===== src/rtl/button_conditioner.sv =====
// Multi-channel push-button front end: two-flop synchroniser, per-channel debounce FSM,
// single-cycle press pulses and a debounced held level. Optional auto-repeat via BTN_AUTOREPEAT_EN.
module button_conditioner #(
    parameter int NUM_BTN       = 4,
    parameter int DB_CNT        = 16,
    parameter int CNT_W         = 16,
    parameter int REPEAT_DELAY  = 1000,
    parameter int REPEAT_PERIOD = 250
) (
    input  logic               clk,
    input  logic               rst,
    input  logic [NUM_BTN-1:0] btn_n,
    output logic [NUM_BTN-1:0] btn_pulse,
    output logic [NUM_BTN-1:0] btn_held,
    output logic               any_pulse
);

    typedef enum logic [1:0] {
        IDLE,
        PRESS_WAIT,
        HELD
    } state_t;

    localparam logic [CNT_W-1:0] DB_LAST = CNT_W'(DB_CNT);
    localparam logic [CNT_W-1:0] ONE     = CNT_W'(1);

    logic [NUM_BTN-1:0] s0;
    logic [NUM_BTN-1:0] s1;

    // Both stages reset to the released level so a held button after reset counts as a fresh press.
    always_ff @(posedge clk) begin
        if (!rst) begin
            s0 <= '1;
            s1 <= '1;
        end else begin
            s0 <= btn_n;
            s1 <= s0;
        end
    end

    always_ff @(posedge clk) begin
        if (!rst) begin
            any_pulse <= 1'b0;
        end else begin
            any_pulse <= |btn_pulse;
        end
    end

    for (genvar g = 0; g < NUM_BTN; g++) begin : g_chan
        state_t           state;
        state_t           state_next;
        logic [CNT_W-1:0] cnt;
        logic [CNT_W-1:0] cnt_next;
        logic             pulse;
        logic             pulse_next;
        logic             rep_fire;
        logic             s;

        assign s            = s1[g];
        assign btn_pulse[g] = pulse;
        assign btn_held[g]  = (state == HELD);

        always_ff @(posedge clk) begin
            if (!rst) begin
                state <= IDLE;
                cnt   <= '0;
                pulse <= 1'b0;
            end else begin
                state <= state_next;
                cnt   <= cnt_next;
                pulse <= pulse_next | rep_fire;
            end
        end

        always_comb begin
            state_next = state;
            cnt_next   = cnt;
            pulse_next = 1'b0;
            unique case (state)
                IDLE: begin
                    if (!s) begin
                        if (DB_CNT == 1) begin
                            state_next = HELD;
                            cnt_next   = '0;
                            pulse_next = 1'b1;
                        end else begin
                            state_next = PRESS_WAIT;
                            cnt_next   = ONE;
                        end
                    end
                end
                PRESS_WAIT: begin
                    if (s) begin
                        state_next = IDLE;
                        cnt_next   = '0;
                    end else if (cnt + ONE == DB_LAST) begin
                        state_next = HELD;
                        cnt_next   = '0;
                        pulse_next = 1'b1;
                    end else begin
                        cnt_next = cnt + ONE;
                    end
                end
                HELD: begin
                    // Any low sample while held restarts the release count (bounce rejection).
                    if (s) begin
                        if (cnt + ONE == DB_LAST) begin
                            state_next = IDLE;
                            cnt_next   = '0;
                        end else begin
                            cnt_next = cnt + ONE;
                        end
                    end else begin
                        cnt_next = '0;
                    end
                end
                default: begin
                    state_next = IDLE;
                    cnt_next   = '0;
                end
            endcase
        end

`ifdef BTN_AUTOREPEAT_EN
        logic [CNT_W-1:0] rcnt;
        logic [CNT_W-1:0] rcnt_next;
        logic             rep_phase;
        logic             rep_phase_next;

        always_ff @(posedge clk) begin
            if (!rst) begin
                rcnt      <= '0;
                rep_phase <= 1'b0;
            end else begin
                rcnt      <= rcnt_next;
                rep_phase <= rep_phase_next;
            end
        end

        // rep_phase selects the first-repeat delay versus the steady repeat period.
        always_comb begin
            rcnt_next      = rcnt + ONE;
            rep_phase_next = rep_phase;
            rep_fire       = 1'b0;
            if (state != HELD || s) begin
                rcnt_next      = '0;
                rep_phase_next = 1'b0;
            end else if (rcnt + ONE == (rep_phase ? CNT_W'(REPEAT_PERIOD) : CNT_W'(REPEAT_DELAY))) begin
                rcnt_next      = '0;
                rep_phase_next = 1'b1;
                rep_fire       = 1'b1;
            end
        end
`else
        logic [CNT_W-1:0] unused_repeat;
        assign unused_repeat = CNT_W'(REPEAT_DELAY) ^ CNT_W'(REPEAT_PERIOD);
        assign rep_fire      = 1'b0;
`endif
    end

endmodule


===== config.mk =====
export PLATFORM = sky130hd
export DESIGN_NAME = button_conditioner
export DESIGN_NICKNAME = d
export VERILOG_FILES = /design/src/rtl/button_conditioner.sv
export SDC_FILE = /design/constraint.sdc
export NUM_CORES = 1
export LEC_CHECK = 0
export CORE_ASPECT_RATIO = 0.8
export CORE_MARGIN = 2
export CORE_UTILIZATION = 31
export CTS_CLUSTER_DIAMETER = 200
export CTS_CLUSTER_SIZE = 10
export DETAILED_ROUTE_END_ITERATION = 8
export GPL_TIMING_DRIVEN = 0
export SLEW_MARGIN = 40
export SYNTH_ARGS = -nofsm -noshare
export SYNTH_HDL_FRONTEND = slang
export SYNTH_SLANG_ARGS = --single-unit

===== constraint.sdc =====
create_clock -name clk -period 5.88 [get_ports clk]
set_clock_uncertainty 0.05 [all_clocks]
set_input_delay 1.176 -clock clk [delete_from_list [all_inputs] [get_ports clk]]
set_output_delay 1.176 -clock clk [all_outputs]
set_load 0.02 [all_outputs]

==> results.yml <==
global_route:
  grt_first_pass_wirelength_um: 23600
  total_congestion_overflow_after_global_routing: 0
  grt_pass1_vias: 4608
  global_route_total_usage_across_every_layer: 0.163
  maximum_number_of_pins_on_one_net_before_global_route_repair: 14
  grt_antenna_before_repair: 0
place:
  detailed_place_hpwl_um: 10000
  gpl.final_weighted_congestion: 0.862
  place_area_um2: 5690
  port_buffers: 14
critical_path:
  regToRegStartpoint: "g_chan[0].cnt[0]"
  setup.worst_path.class: "reg2out"
  largest_fanout_on_the_critical_path: 9
  worst_ep_required_time_ns: 4.65
  setup.worst_path.end_class: "output pin"
  cp_cell_sequence: "clkbuf_1 > inv_1 > nor2_1 > clkdlybuf4s50_1"
  critPathSlowestCell: "sky130_fd_sc_hd__clkdlybuf4s50_1"
  timing.critical_path.buf_inv: 3
  worst_path_largest_cell_delay_ns: 0.67
  worstPathArrival_ns: 2.10
  startpoint_type: "register"
  worst_path_dominant_cell_family: "buffers and inverters"
  startpoint: "g_chan[0].state[1]"
hold_path:
  min_path_type: "reg2reg"
  min-delay-start: "s0[3]"
pwr:
  power_density_nw_per_um2: 209
  worst_case_vdd_ir_drop_v: 0.000147
  total_leakage_power_uw: 0.00207
  total_power_consumption_uw: 1250
drt:
  antenna_violating_nets_post_route: 0
  drt-total-wl_um: 14100
  vias: 5188
  route.detailed.drc: 0
  dr.first_iter.drc_count: 359
  post_drt_via_cell_ratio: 5.47
  drt_pre_antenna_iters: 5
  avgRoutedWirePerCell_um: 14.9
yosys:
  ys_async_sr_fraction: 0
  netlist_area_um2: 5280
  synth_seq_cells: 85
  postSynthNetCount: 710
  netlist_instances: 700
  postSynthAreaPerCell_um2: 7.54
  synth_edf_count: 0
  synth.lib_cells_used.distinct: 72
  ys_dominant_reg_cell: "sky130_fd_sc_hd__dfxtp_1"
  yosysWarnings: 0
  synth.yosys.seq_area_share: 0.323
finish:
  layout_commonest_cell: "sky130_fd_sc_hd__dfxtp_1"
  antennaDiodeCount: 0
  area_delta_synth_final_pct: 13.6
  regArea_um2: 1700
  multi_input_area_um2: 3310
  filler_cell_count: 1795
  drive_gt1_frac: 0.0728
  most-common-layout-cells: "sky130_fd_sc_hd__dfxtp_1, sky130_fd_sc_hd__nor2_1, sky130_fd_sc_hd__a21oi_1"
  nNetsFinal: 735
  fin_area_um2: 5990
floorplanning:
  die_w_um: 150
  initial_standard_cell_utilization_of_the_core: 0.318
  fp.coreArea_um2: 16600
  die_footprint_um2: 18100
  std_cell_rows: 42
  top_level_ports: 15
  floorplan.die.height_um: 121
clocking:
  tritoncts.num_buffers: 9
  clkTransAtPathRegs_ns: 0.06
  tritoncts_clock_tree: "yes"
  clock_tree.buffer_depth: 2
  cts.repair_timing.setup_buffer_count: 0
  post_cts.resized_instances: 0
  clk_root_buffer_cell: "sky130_fd_sc_hd__clkbuf_16"
  ctsHtreeMaxLevel: 3
  clock_latency_ns: 0.35
  cts.sinks: 85
  postCtsHoldBufs: 0
sta:
  totalNegativeSetupSlack_ns: 0
  post-route-period-util: 0.566
  rsz0062_at_grt: "no"
  finalMaxSlewViolations: 0
  final_period_minus_worst_setup_slack_ns: 3.33
  worstMarginPinSlew_ns: 0.842
  max_slew_margin: 0.439
  clock.fmax_mhz: 300
  timing.final.setup_violations: 0
  timing_hold_violations_final: 0
run_status:
  run_status: "complete, no violations"
flow_run:
  timing.max_cap.violations: 0
[cell families (layout without fill, tap and decap cells)]
family	after synthesis	after routing	synth area share
AO/OA/AOI/OAI	199	199	0.240
adder cells (fa/ha/maj)	4	4	0.00949
flip-flops	85	85	0.323
AND/OR/NAND/NOR	336	336	0.343
XOR/XNOR	11	11	0.0183
buffers and inverters	57	85	0.0505
multiplexers	8	8	0.0159
[routing by layer]
| metal | share of wire | track usage |
|---|---|---|
| met1 | 0.54 | 0.250 |
| met4 | 0.0091 | 0.0401 |
| met3 | 0.042 | 0.0404 |
| met2 | 0.40 | 0.223 |
| met5 | 0 | 0 |
[final cells by class]
cell class                 count  share of cell area
multi-input combinational    558               0.552
sequential                    85               0.284
inverter                      12             0.00751
buffer                        45              0.0369
timing repair buffer          14              0.0234
tap                          220              0.0459
clock buffer                   9              0.0376
clock inverter                 5              0.0129
[cells in the mapped netlist, types with 7 or more instances]
library cell	instances	area (µm²)
sky130_fd_sc_hd__nand2b_1	18	113
sky130_fd_sc_hd__a22oi_1	9	67.6
sky130_fd_sc_hd__mux2i_1	7	70.1
sky130_fd_sc_hd__nor3_1	30	150
sky130_fd_sc_hd__nor3b_1	7	52.6
sky130_fd_sc_hd__nor4_1	8	50.1
sky130_fd_sc_hd__nand2_1	60	225
sky130_fd_sc_hd__nand4_1	27	169
sky130_fd_sc_hd__or4_1	8	60.1
sky130_fd_sc_hd__and2_1	11	68.8
sky130_fd_sc_hd__a21oi_1	70	350
sky130_fd_sc_hd__and3_1	14	87.6
sky130_fd_sc_hd__or3_1	8	50.1
sky130_fd_sc_hd__nand3_1	34	170
sky130_fd_sc_hd__nor2b_1	12	75.1
sky130_fd_sc_hd__buf_2	14	70.1
sky130_fd_sc_hd__nor2_1	76	285
sky130_fd_sc_hd__a211oi_1	9	67.6
sky130_fd_sc_hd__o21ai_0	45	225
sky130_fd_sc_hd__xnor2_1	9	78.8
sky130_fd_sc_hd__clkbuf_1	21	78.8
sky130_fd_sc_hd__dfxtp_1	85	1700
sky130_fd_sc_hd__inv_1	11	41.3
[through the flow]
| stage | cells | utilization | hold WS (ns) | setup WS [ns] |
|---|---|---|---|---|
| floorplan | 700 | - | 0.336 | 3.56 |
| CTS | 948 | 0.361 | 0.358 | 2.54 |
| finish | 948 | 0.361 | 0.353 | 2.55 |
| global route | 948 | 0.361 | 0.387 | 2.43 |
| global placement | 934 | 0.343 | 0.339 | 2.47 |
| detailed placement | 934 | 0.343 | 0.347 | 2.51 |
[registers in the layout, indices dropped and copies added (netlist names)]
| signal | flops |
|---|---|
| g_chan.pulse | 4 |
| any_pulse | 1 |
| g_chan.cnt | 64 |
| s0 | 4 |
| s1 | 4 |
| g_chan.state | 8 |
[power breakdown]
| group | switching [µW] | leakage, µW | internal (µW) | total [µW] |
|---|---|---|---|---|
| Clock | 245 | 0.000147 | 366 | 611 |
| Combinational | 36.3 | 0.00123 | 16.1 | 52.4 |
| Sequential | 6.43 | 0.000687 | 581 | 588 |
[path summary, 6_finish.rpt]
| kind | end | slack, ns | cells after the start |
|---|---|---|---|
| setup reg to reg | g_chan[0].state[1] | 3.21 | 8 |
| hold / removal | s1[3] | 0.35 | 1 |
| setup / recovery | btn_held[0] | 2.55 | 4 |
| hold reg to reg | s1[3] | 0.35 | 1 |
(Power assumes the default switching activity.)
